==> src/rtl/mvm_pkg.sv <==
// Shared types and helpers for the streaming matrix-vector multiplier.
package mvm_pkg;

  typedef enum logic [2:0] {
    IDLE,
    LOAD_MAT,
    LOAD_VEC,
    MAC,
    OUT
  } state_t;

  // Bits needed to index n entries (never less than one bit).
  function automatic int cnt_w(input int n);
    return (n <= 2) ? 1 : $clog2(n);
  endfunction

endpackage

==> src/rtl/mvm_mac.sv <==
// Registered signed multiply-accumulate with synchronous clear and sticky overflow.
// Define MVM_SATURATE_EN to clamp the accumulator on overflow instead of wrapping.
module mvm_mac #(
  parameter int IN_W  = 8,
  parameter int OUT_W = 16
) (
  input  logic                    clk,
  input  logic                    reset,
  input  logic                    clr_i,
  input  logic                    en_i,
  input  logic signed [IN_W-1:0]  a_i,
  input  logic signed [IN_W-1:0]  b_i,
  output logic signed [OUT_W-1:0] acc_o,
  output logic                    ovf_o
);

`ifdef MVM_SATURATE_EN
  localparam logic signed [OUT_W-1:0] SAT_MAX = {1'b0, {(OUT_W-1){1'b1}}};
  localparam logic signed [OUT_W-1:0] SAT_MIN = {1'b1, {(OUT_W-1){1'b0}}};
`endif

  logic signed [2*IN_W-1:0] prod_q, prod_d;
  logic                     vld_q;
  logic signed [OUT_W-1:0]  acc_q, acc_d, prod_ext, sum;
  logic                     ovf_q, ovf_d, add_ovf;

  // Product is registered first; the accumulate stage follows one cycle later.
  always_comb begin
    // NOTE: every comb output gets a default first so no path infers a latch.
    prod_d   = a_i * b_i;
    prod_ext = OUT_W'(prod_q);
    sum      = acc_q + prod_ext;
    add_ovf  = (acc_q[OUT_W-1] == prod_ext[OUT_W-1]) && (sum[OUT_W-1] != acc_q[OUT_W-1]);
    acc_d    = acc_q;
    ovf_d    = ovf_q;
    if (clr_i) begin
      acc_d = '0;
      ovf_d = 1'b0;
    end else if (vld_q) begin
      ovf_d = ovf_q | add_ovf;
`ifdef MVM_SATURATE_EN
      if (add_ovf) acc_d = prod_ext[OUT_W-1] ? SAT_MIN : SAT_MAX;
      else         acc_d = sum;
`else
      acc_d = sum;
`endif
    end
  end

  // NOTE: state registers use non-blocking assignments so all flops update together.
  always_ff @(posedge clk or negedge reset) begin
    if (!reset) begin
      prod_q <= '0;
      vld_q  <= 1'b0;
      acc_q  <= '0;
      ovf_q  <= 1'b0;
    end else begin
      if (en_i) prod_q <= prod_d;
      vld_q <= en_i;
      acc_q <= acc_d;
      ovf_q <= ovf_d;
    end
  end

  assign acc_o = acc_q;
  assign ovf_o = ovf_q;

endmodule

==> src/rtl/mvm_param.sv <==
// Streaming signed y = A*x (M x M) with stored-matrix reuse and valid/ready streams.
// Define MVM_SATURATE_EN to saturate results on overflow (default: two's-complement wrap).
module mvm_param
  import mvm_pkg::*;
#(
  parameter int M     = 3,
  parameter int IN_W  = 8,
  parameter int OUT_W = 16
) (
  input  logic                    clk,
  input  logic                    reset,
  input  logic                    s_valid,
  output logic                    s_ready,
  input  logic signed [IN_W-1:0]  data_in,
  input  logic                    new_matrix,
  output logic                    m_valid,
  input  logic                    m_ready,
  output logic signed [OUT_W-1:0] data_out,
  output logic                    overflow
);

  localparam int CNT_W  = cnt_w(M * M);
  localparam int XIDX_W = cnt_w(M);
  localparam int ROW_W  = cnt_w(M);
  localparam logic [CNT_W-1:0] LAST_MAT = CNT_W'(M * M - 1);
  localparam logic [CNT_W-1:0] LAST_VEC = CNT_W'(M - 1);
  localparam logic [CNT_W-1:0] MAC_END  = CNT_W'(M);
  localparam logic [ROW_W-1:0] ROW_LAST = ROW_W'(M - 1);

  state_t             state_q, state_d;
  logic [CNT_W-1:0]   cnt_q, cnt_d, ptr_q, ptr_d;
  logic [ROW_W-1:0]   row_q, row_d;
  logic               loaded_q, loaded_d;
  logic               s_ready_q, s_ready_d, m_valid_q, m_valid_d;
  logic               accept, load_a, a_we, x_we, mac_en, mac_clr;
  logic signed [IN_W-1:0] mac_a, mac_b;

  logic signed [IN_W-1:0] a_mem [M*M];
  logic signed [IN_W-1:0] x_mem [M];

  assign accept = s_valid && s_ready_q;

  always_ff @(posedge clk or negedge reset) begin
    if (!reset) begin
      state_q   <= IDLE;
      cnt_q     <= '0;
      ptr_q     <= '0;
      row_q     <= '0;
      loaded_q  <= 1'b0;
      s_ready_q <= 1'b0;
      m_valid_q <= 1'b0;
    end else begin
      state_q   <= state_d;
      cnt_q     <= cnt_d;
      ptr_q     <= ptr_d;
      row_q     <= row_d;
      loaded_q  <= loaded_d;
      s_ready_q <= s_ready_d;
      m_valid_q <= m_valid_d;
    end
  end

  always_comb begin
    state_d  = state_q;
    cnt_d    = cnt_q;
    ptr_d    = ptr_q;
    row_d    = row_q;
    loaded_d = loaded_q;
    unique case (state_q)
      IDLE: if (accept) begin
        cnt_d   = CNT_W'(1);
        state_d = (new_matrix || !loaded_q) ? LOAD_MAT : LOAD_VEC;
      end
      LOAD_MAT: if (accept) begin
        if (cnt_q == LAST_MAT) begin
          cnt_d    = '0;
          loaded_d = 1'b1;
          state_d  = LOAD_VEC;
        end else cnt_d = cnt_q + CNT_W'(1);
      end
      LOAD_VEC: if (accept) begin
        if (cnt_q == LAST_VEC) begin
          cnt_d   = '0;
          ptr_d   = '0;
          row_d   = '0;
          state_d = MAC;
        end else cnt_d = cnt_q + CNT_W'(1);
      end
      // One extra MAC cycle lets the last registered product reach the accumulator.
      MAC: begin
        if (cnt_q == MAC_END) begin
          cnt_d   = '0;
          state_d = OUT;
        end else begin
          cnt_d = cnt_q + CNT_W'(1);
          ptr_d = ptr_q + CNT_W'(1);
        end
      end
      OUT: if (m_ready) begin
        if (row_q == ROW_LAST) state_d = IDLE;
        else begin
          row_d   = row_q + ROW_W'(1);
          state_d = MAC;
        end
      end
      default: state_d = IDLE;
    endcase
  end

  always_comb begin
    s_ready_d = (state_d == IDLE) || (state_d == LOAD_MAT) || (state_d == LOAD_VEC);
    m_valid_d = (state_d == OUT);
    load_a    = (state_q == LOAD_MAT) || ((state_q == IDLE) && (new_matrix || !loaded_q));
    a_we      = accept && load_a;
    x_we      = accept && !load_a;
    mac_en    = (state_q == MAC) && (cnt_q != MAC_END);
    mac_clr   = (state_d == MAC) && (state_q != MAC);
    mac_a     = a_mem[ptr_q];
    mac_b     = x_mem[cnt_q[XIDX_W-1:0]];
  end

  // NOTE: operand storage has no reset; its contents are only read after being written.
  always_ff @(posedge clk) begin
    if (a_we) a_mem[cnt_q] <= data_in;
    if (x_we) x_mem[cnt_q[XIDX_W-1:0]] <= data_in;
  end

  mvm_mac #(
    .IN_W  (IN_W),
    .OUT_W (OUT_W)
  ) u_mac (
    .clk   (clk),
    .reset (reset),
    .clr_i (mac_clr),
    .en_i  (mac_en),
    .a_i   (mac_a),
    .b_i   (mac_b),
    .acc_o (data_out),
    .ovf_o (overflow)
  );

  assign s_ready = s_ready_q;
  assign m_valid = m_valid_q;

endmodule

==> config.mk <==
export PLATFORM = sky130hd
export DESIGN_NAME = mvm_param
export DESIGN_NICKNAME = d
export VERILOG_FILES = /design/src/rtl/mvm_pkg.sv /design/src/rtl/mvm_mac.sv /design/src/rtl/mvm_param.sv
export SDC_FILE = /design/constraint.sdc
export NUM_CORES = 1
export LEC_CHECK = 0
export ABC_AREA = 0
export CAP_MARGIN = 20
export CORE_MARGIN = 1.5
export CORE_UTILIZATION = 56
export DETAILED_ROUTE_END_ITERATION = 10
export PLACE_DENSITY_LB_ADDON = 0.25
export SKIP_LAST_GASP = 1
export SLEW_MARGIN = 0
export SYNTH_ARGS = -nofsm -noshare
export SYNTH_HDL_FRONTEND = slang
export SYNTH_SLANG_ARGS = --single-unit
export TNS_END_PERCENT = 5
==> constraint.sdc <==
create_clock -name clk -period 5.55 [get_ports clk]
set_input_delay 1.11 -clock clk [delete_from_list [all_inputs] [get_ports clk]]
set_output_delay 1.11 -clock clk [all_outputs]
set_load 0.02 [all_outputs]
== Word level (Yosys, flattened, before mapping) ==
Memories as Yosys holds them, arrays and structs flattened.
Index checks and enable logic that the tools add are counted.
W data, S select, Z words.
Storage, ports and cells
  register bits: 50
  bits in writable memories: 96
  input port bits: 13
  word-level logic and storage cells: 99
  memories: 2
Memories
  a_mem: words 9, width 8, read ports 1, clocked after Yosys merged registers in 0, write ports 1, RTL line mvm_param.sv:38  | logic signed [IN_W-1:0] a_mem [M*M];
  x_mem: words 3, width 8, read ports 1, clocked after Yosys merged registers in 0, write ports 1, RTL line mvm_param.sv:39  | logic signed [IN_W-1:0] x_mem [M];
Operators by class
  add/sub/neg operators: 4
  $mul: 1
  equal/unequal tests: 23
  muxes and demuxes: 34
  bitwise operators: 1
  reductions and logical operators: 23
Operators with widths (number)
  $mux W4: 9
  $mux W16: 2
  $mux W3: 7
  $add A16 B16 Y16: 1
  $mul A8 B8 Y16: 1
  $pmux W4 S4: 1
  $pmux W3 S5: 1
  $ne A2 B2 Y1 const B: 7
  $eq A3 B2 Y1 const B: 4
  $mux W2: 6
  $add A4 B1 Y4 const B: 2
  $eq A4 B2 Y1 const B: 2
  $pmux W4 S2: 1
  $reduce_and A4 Y1: 2
  $logic_and A1 B1 Y1: 7
  $eq A3 B1 Y1 const B: 2
  $eq A3 B3 Y1 const B: 2
  $logic_not A3 Y1: 2
  $mux W1: 6
  $reduce_bool A2 Y1: 3
  $reduce_and A5 Y1: 1
  $eq A4 B4 Y1 const B: 1
  $logic_or A1 B1 Y1: 4
  $ne A4 B2 Y1 const B: 1
  other kinds (10): 11

== Depth between registers and ports, before layout ==
Gate-level depths: netlist (run 1).
  word-level depth: 8
  mapped depth: 24

== By module ==
From an unflattened synthesis (run 1), not the netlist that was laid out.
Unflattened totals
  cells, all modules: 783
  area total of the unflattened synthesis: 9190.1 um^2
Modules (own cells, without submodules)
  mvm_param: times used 1, cells each 292, area an instance 4670.7 um^2, seq. area each 3283.1 um^2
  mvm_mac: times used 1, cells each 491, area an instance 4519.3 um^2, seq. area each 850.8 um^2

== Worst setup path before layout (run 1) ==
No wires, ideal clock.
  path type: flip-flop to flip-flop
  start point: reg ptr_q[0]
  end point: reg u_mac.prod_q[14], in the netlist u_mac.prod_ext[14]
  library setup time: 0.131 ns
  arrival time: 5.356 ns
  setup slack: 0.062 ns
  stages on the path, launching flop included: 24
  buffers on the path: 2
  clock period less this slack: 5.488 ns
  cells stage by stage: dfrtp_1 -> buf_6 -> buf_6 -> mux4_2 -> mux2i_1 -> nor2_1 -> a21oi_2 -> nor2_1 -> fa_1 -> inv_1 -> fa_1 -> inv_1 -> fa_1 -> inv_1 -> fa_1 -> inv_1 -> ha_1 -> o21a_1 -> o31a_1 -> or4_1 -> a31oi_1 -> a21oi_1 -> xnor2_1 -> o21ai_1
Between the ends
  cells in the longest elaborated chain, start to end: 2
Ends and longest elaborated chain
  start, declared: RTL line mvm_param.sv:31  | logic [CNT_W-1:0] cnt_q, cnt_d, ptr_q, ptr_d;
  start signal, assigned: RTL line mvm_param.sv:55  | ptr_q <= ptr_d;
  $mem_v2 Z9 W8
  $mul A8 B8 Y16: RTL line mvm_mac.sv:30  | prod_d = a_i * b_i;
  end signal, assigned: RTL line mvm_mac.sv:58  | if (en_i) prod_q <= prod_d;
  end, declared: RTL line mvm_mac.sv:22  | logic signed [2*IN_W-1:0] prod_q, prod_d;
Every way passes these cells.
A chain may end at the register's enable or synchronous reset.

== Worst setup path in the final report (run 1) ==
Same ends and word-level chain as after synthesis.

==> results of run 1 <==
cells in the mapped netlist, types with 4 or more instances:
library cell | number | area [sq um]
edfxtp_1 | 96 | 2883
inv_1 | 88 | 330.3
nor2_1 | 82 | 307.8
nand2_1 | 68 | 255.2
fa_1 | 56 | 1121
dfrtp_1 | 50 | 1251
ha_1 | 50 | 625.6
o21ai_0 | 33 | 165.2
mux2i_1 | 29 | 290.3
a21oi_1 | 28 | 140.1
xnor2_1 | 18 | 157.7
mux4_2 | 16 | 360.4
o21a_1 | 14 | 105.1
and2_1 | 12 | 75.07
clkbuf_1 | 9 | 33.78
xor2_1 | 8 | 70.07
buf_2 | 7 | 35.03
nand2b_1 | 7 | 43.79
nand3_1 | 7 | 35.03
nand3b_1 | 6 | 45.04
nor3_1 | 6 | 30.03
o31ai_1 | 6 | 45.04
a21o_1 | 5 | 37.54
nor2b_1 | 5 | 31.28
o21ai_1 | 5 | 25.02
or2_2 | 4 | 25.02
through the flow:
stage,instances,util
2_1_floorplan,765,-
3_3_place_gp,1022,0.6142
3_5_place_dp,1022,0.6142
4_1_cts,1054,0.6500
5_1_grt,1058,0.6610
6_report,1058,0.6610
sequential cells by signal, summed over array words and instances (netlist names):
| register | flops |
|---|---|
| state_q | 3 |
| s_ready | 1 |
| ptr_q | 4 |
| u_mac.prod_ext | 16 |
| m_valid | 1 |
| loaded_q | 1 |
| cnt_q | 4 |
| row_q | 2 |
| u_mac.acc_o | 16 |
| u_mac.vld_q | 1 |
| a_mem | 72 |
| u_mac.ovf_o | 1 |
| x_mem | 24 |
cell families after synthesis:
logic type	after synthesis	share of synthesized area
AND/OR/NAND/NOR	210	0.1061
multiplexers	47	0.07500
adder cells (fa/ha/maj)	106	0.1946
buffers and inverters	107	0.04740
flip-flops	146	0.4606
XOR/XNOR	26	0.02537
AO/OA/AOI/OAI	123	0.09090
layer usage:
metal,up-vias,wire length (um)
li1,2776,-
met1,2876,7918
met2,159,9640
met3,33,827
met4,0,396
met5,-,0
layout make-up:
cell class                 instances  area, sq um
clock inverter                    11        103.9
clock buffer                      21        460.4
sequential                       146         4135
inverter                          88        330.3
tap                              216        270.3
multi-input combinational        512         4516
fill                            1222         5346
timing repair buffer              64        608.1
critical path, stage by stage, from the launching register on:
cell,delay (ns)
dfrtp_2,0.46
clkbuf_16,0.19
mux4_2,0.51
mux2i_1,0.20
nor2_1,0.08
a21oi_2,0.19
nor2_2,0.06
fa_1,0.50
inv_1,0.05
fa_1,0.53
inv_1,0.05
fa_1,0.47
inv_1,0.05
fa_1,0.47
inv_1,0.06
ha_4,0.21
o21a_1,0.20
o31a_1,0.14
or4_4,0.44
a31oi_4,0.22
a21oi_2,0.08
xnor2_1,0.15
o21ai_1,0.07
path summary, 6_finish.rpt:
path	cells after the start	slack, ns	to	startpoint
max reg2reg	22	0.03	u_mac.prod_ext[14]$_DFFE_PN0P_	ptr_q[0]$_DFFE_PN0P_
max in group asynchronous	2	4.27	ptr_q[0]$_DFFE_PN0P_	reset
min reg2reg	1	0.47	loaded_q$_DFFE_PN0P_	loaded_q$_DFFE_PN0P_
min	1	0.47	loaded_q$_DFFE_PN0P_	loaded_q$_DFFE_PN0P_
min in group asynchronous	2	0.79	u_mac.acc_o[9]$_DFFE_PN0P_	reset
max	22	0.03	u_mac.prod_ext[14]$_DFFE_PN0P_	ptr_q[0]$_DFFE_PN0P_
repair_timing:
| item | in CTS | in global routing |
|---|---|---|
| hold endpoints to repair | 0 | 0 |
| endpoints found under the setup margin | 2 | 4 |
| gates cloned | 0 | 2 |
| pin swaps | 0 | 12 |
| resized for setup | 0 | 27 |
| buffers inserted | 0 | 2 |
==> key figures, run 1 <==
Clocking
  • Hold buffer count at cts: 0
  • Cell at the root of the clock tree: clkbuf_16
  • TritonCTS buffer count: 17
  • Clock tree from TritonCTS: yes
  • Clock Sink Count: 146
  • Worst-Skew Late Latency: 0.43 ns
  • H-Tree Level Count: 4
  • Number of buffers between clock root and the deepest sink: 2
  • Clock slew at reported path FFs: 0.07 ns

Route
  • Violation count after the first detailed-route iteration: 327
  • Via count: 5844
  • Average routed wire per standard cell: 17.75 um
  • Via/cell ratio: 5.524
  • Drt first pass iters: 5
  • DRC violation count after routing: 0
  • Aggregate routed wire length: 18780 um
  • Number of nets still failing antenna checks after routing: 0

GRT
  • Routing usage on met2: 0.4186
  • Busiest layer in global routing: met2
  • Overflow left after global routing: 0
  • Tot GR Track Use: 0.2377
  • Via count of the first global-routing pass: 5951
  • Met1 layer usage reported by global route: 0.2944
  • Largest net degree at the start of global routing: 51
  • First-pass GRT wire length: 29910 um
  • Number of antenna violations at the first check in global routing: 0
  • Met3 usage: 0.05367

Synth
  • Number of distinct library cells after synthesis: 55
  • Synth Register Bits: 146
  • Most common flop cell mapped by yosys: edfxtp_1
  • Sequential-to-total area share from yosys stat: 0.4606
  • Fraction of registers with async set or reset after synthesis: 0.3425
  • EDFF count, synth: 96
  • Warnings from Yosys: 0
  • Number of instances in the synthesized netlist: 765
  • Post-Syn Area per Cell: 11.73 sq um
  • Netlist Area Pre-Place: 8975 sq um
  • Post-Synthesis Net Count: 884

Final layout
  • Area added between synthesis and finish: 16.14%
  • Final standard cell area without fillers: 10420 sq um
  • Diodes inserted: 0
  • Share of layout cells above drive strength 1: 0.1437
  • Net count, final: 948
  • Commonest non-fill, non-tap cell in the layout: edfxtp_1
  • Commonest cells after routing, fill and taps aside: 96 x edfxtp_1, 87 x inv_1, 79 x nor2_1

Timing
  • Final critical path time including I/O delays and setup: 5.521 ns
  • Slew @ Worst Pin: 0.8854 ns
  • Setup Skew: 0.01240 ns
  • Endpoints failing hold: 0
  • Final clock period utilization by the worst path: 0.9949
  • Setup repair after global routing missed its margin: yes
  • Final Hold Slack: 0.4719 ns
  • Slew margin rel.: 0.4075
  • Worst path setup slack after routing: 0.02852 ns
  • Final setup viols: 0
  • Maximum operating frequency: 0.1811 GHz
  • Number of max-slew violations in the final report: 0
  • TNS Setup: 0 ns

Floorplan
  • Area of the die: 16790 sq um
  • Vertical extent of the die: 129.6 um
  • Effective utilization at floorplan: 0.5691
  • Boundary pin count: 32
  • Total number of placement rows: 46
  • Width of the die: 129.6 um
  • Standard cell core area: 15770 sq um

Placement
  • Routability-driven placement congestion ratio: 0.9072
  • Place WS: 0.003046 ns
  • Final HPWL DP: 13430 um
  • Buffers added on ports: 31
  • Area of placed instances: 9686 sq um

Run
  • Max-capacitance violation count: 0

Run status
  • Status: finished, final reports clean

Setup path
  • Biggest fanout along the worst timing path: 5
  • Crit path capture type: flop
  • Class of the most critical setup path: flop to flop
  • Arr. time, crit path: 5.81 ns
  • CP required: 5.84 ns
  • Type of element launching the critical path: flop

Hold path
  • Worst hold path type: flop to flop
Power of run 1 is left out: the tool's default activity adds up to more than one toggle a clock period on the data nets, which glitch-free logic cannot reach.
==> inputs of run 2 (changes only) <==
--- a/config.mk
+++ b/config.mk
@@ -8,7 +8,7 @@
 export ABC_AREA = 0
 export CAP_MARGIN = 20
 export CORE_MARGIN = 1.5
-export CORE_UTILIZATION = 56
+export CORE_UTILIZATION = 55
 export DETAILED_ROUTE_END_ITERATION = 10
 export PLACE_DENSITY_LB_ADDON = 0.25
 export SKIP_LAST_GASP = 1
==> run 2 against run 1 <==
Design area is 1.0% higher. Core utilization is 0.21 points higher. Critical path depth is 1 lower. Die area is 1.8% higher. Hold slack better by 0.0078 ns. Clock skew is 0.015 ns higher. Routed wire length is 1.6% higher. Non-clock buffer count is 3 higher.
==> key figures, run 2 (synthesis results as in run 1) <==
Floorplan
  • Width of the die: 130.7 um (+0.88%)
  • Total number of placement rows: 46 (unchanged)
  • Vertical extent of the die: 130.7 um (+0.88%)
  • Standard cell core area: 15890 sq um (+0.73%)
  • Area of the die: 17090 sq um (+1.8%)
  • Effective utilization at floorplan: 0.5650 (-0.004124)
  • Boundary pin count: 32 (unchanged)

Setup path
  • Type of element launching the critical path: flop
  • Biggest fanout along the worst timing path: 5 (unchanged)
  • End of the critical path: u_mac.prod_ext[14]$_DFFE_PN0P_
  • CP required: 5.85 ns (about the same)
  • Critical Path Start: ptr_q[0]$_DFFE_PN0P_
  • Worst r2r dst: u_mac.prod_ext[14]$_DFFE_PN0P_
  • Class of the most critical setup path: flop to flop
  • Crit path capture type: flop
  • Cells on worst reg2reg path: 21 (-4.5%)
  • Register-to-register path setup slack: 0.08 ns (+0.05 ns)
  • Crit Reg-Reg Startpoint: ptr_q[0]$_DFFE_PN0P_
  • Arr. time, crit path: 5.77 ns (-0.04 ns)

Clocking
  • Clock slew at reported path FFs: 0.07 ns (about the same)
  • Clock Sink Count: 146 (unchanged)
  • Number of buffers between clock root and the deepest sink: 2 (unchanged)
  • Worst-Skew Late Latency: 0.44 ns (about the same)
  • Cell at the root of the clock tree: clkbuf_16
  • TritonCTS buffer count: 17 (unchanged)
  • H-Tree Level Count: 4 (unchanged)
  • Clock tree from TritonCTS: yes

Final layout
  • Commonest non-fill, non-tap cell in the layout: edfxtp_1
  • Sequential Area: 4135 sq um (unchanged)
  • Share of layout cells above drive strength 1: 0.1467 (+0.003040)
  • Largest register by flop count: a_mem
  • Commonest cells after routing, fill and taps aside: 96 x edfxtp_1, 88 x inv_1, 81 x nor2_1
  • Area added between synthesis and finish: 17.36%
  • Flip-flop count of the largest register, all copies and words added: 72 (unchanged)
  • Diodes inserted: 0 (unchanged)
  • Filler Cells Inserted: 1195 (-2.2%)
  • Multi-input combinational cell area: 4532 sq um (+0.36%)
  • Net count, final: 951 (+0.32%)

Placement
  • Routability-driven placement congestion ratio: 0.9044 (-0.31%)
  • Final HPWL DP: 13960 um (+3.9%)
  • Buffers added on ports: 31 (unchanged)

Route
  • Via/cell ratio: 5.610 (+1.6%)
  • Violation count after the first detailed-route iteration: 253 (-23%)
  • Via count: 5952 (+1.8%)
  • Average routed wire per standard cell: 17.98 um (+1.3%)
  • Aggregate routed wire length: 19080 um (+1.6%)
  • DRC violation count after routing: 0 (unchanged)
  • Number of nets still failing antenna checks after routing: 0 (unchanged)
  • Drt first pass iters: 7 (+2)

Hold path
  • Worst hold path type: flop to flop

Timing
  • Final Hold Slack: 0.4798 ns (+0.007845 ns)
  • Number of max-slew violations in the final report: 0 (unchanged)
  • Final clock period utilization by the worst path: 0.9862 (-0.008680)
  • Maximum operating frequency: 0.1827 GHz (+0.88%)
  • Slew margin rel.: 0.3729 (-0.03469)
  • Setup repair after global routing missed its margin: yes
  • Slew @ Worst Pin: 0.9373 ns (+0.05184 ns)
  • Final critical path time including I/O delays and setup: 5.473 ns (-0.04817 ns)
  • Setup Skew: 0.02786 ns (+0.01545 ns)
  • TNS Setup: 0 ns (unchanged)
  • Final setup viols: 0 (unchanged)
  • Endpoints failing hold: 0 (unchanged)

Run status
  • Status: finished, final reports clean

GRT
  • Overflow left after global routing: 0 (unchanged)
  • Number of antenna violations at the first check in global routing: 0 (unchanged)
  • First-pass GRT wire length: 30530 um (+2.1%)
  • Tot GR Track Use: 0.2401 (+0.002473)
  • Via count of the first global-routing pass: 6061 (+1.8%)
  • Largest net degree at the start of global routing: 51 (unchanged)

Run
  • Max-capacitance violation count: 0 (unchanged)
==> run 2: timing repair <==
action,4_1_cts,5_1_grt
gates resized for setup,3,24
buffers inserted,0,3
pin swaps,0,8
setup endpoints to repair,1,4
hold buffers,0,0
cloned,0,1
==> run 2: worst min path at each step <==
stage / start / to / slack (ns) / depth (start not counted)
CTS: u_mac.ovf_o$_DFFE_PN0P_ / u_mac.ovf_o$_DFFE_PN0P_ / 0.49 / 2
global route: loaded_q$_DFFE_PN0P_ / loaded_q$_DFFE_PN0P_ / 0.51 / 1
floorplan: loaded_q$_DFFE_PN0P_ / loaded_q$_DFFE_PN0P_ / 0.44 / 1
global placement: loaded_q$_DFFE_PN0P_ / loaded_q$_DFFE_PN0P_ / 0.46 / 1
detailed placement: u_mac.ovf_o$_DFFE_PN0P_ / u_mac.ovf_o$_DFFE_PN0P_ / 0.47 / 2
finish: u_mac.ovf_o$_DFFE_PN0P_ / u_mac.ovf_o$_DFFE_PN0P_ / 0.48 / 2
==> run 2: per-layer routing <==
metal | wire length, um | vias to the layer above | global-route usage
met5 | 0 | - | 0
met4 | 462 | 0 | 0.08920
met3 | 745 | 39 | 0.04153
met2 | 10050 | 154 | 0.4254
met1 | 7822 | 2988 | 0.2967
li1 | - | 2771 | -
==> run 2: critical path, stage by stage (launching register included) <==
cell	delay (ns)
dfrtp_2	0.45
buf_12	0.15
mux4_2	0.50
mux2i_1	0.18
nor2_1	0.07
a21oi_2	0.14
buf_4	0.15
inv_1	0.06
nand2_1	0.09
fa_1	0.47
fa_1	0.57
fa_1	0.42
fa_1	0.49
inv_1	0.05
ha_1	0.29
o21a_1	0.14
o31a_1	0.14
or4_4	0.44
a31oi_4	0.23
a21oi_2	0.09
xnor2_1	0.16
o21ai_1	0.07
==> run 2: layout make-up <==
cell class	instances	share of cell area
Multi-Input combinational cell	512	0.4303
Sequential cell	146	0.3926
Timing Repair Buffer	67	0.05940
Clock buffer	17	0.04039
Inverter	88	0.03136
Tap cell	216	0.02566
Clock inverter	15	0.02031
==> run 2: per-stage QoR <==
stage | instance area (sq um) | cells | utilization | worst slack (ns)
floorplan | 8975 | 765 | - | 0.06222
global placement | 9708 | 1025 | 0.6111 | 0.06730
detailed placement | 9708 | 1025 | 0.6111 | -0.04888
CTS | 10360 | 1057 | 0.6521 | -0.01348
global route | 10530 | 1061 | 0.6630 | -0.1567
finish | 10530 | 1061 | 0.6630 | 0.07669
Power of run 2 is left out for the same reason.
==> inputs of run 3 (changes only) <==
--- a/config.mk
+++ b/config.mk
@@ -6,6 +6,7 @@
 export NUM_CORES = 1
 export LEC_CHECK = 0
 export ABC_AREA = 0
+export ABC_CLOCK_PERIOD_IN_PS = 5550
 export CAP_MARGIN = 20
 export CORE_MARGIN = 1.5
 export CORE_UTILIZATION = 55
==> results of run 3 <==
No change in the layout: final DEF, timing and power equal those of run 2.
Power of run 3 is left out for the same reason.
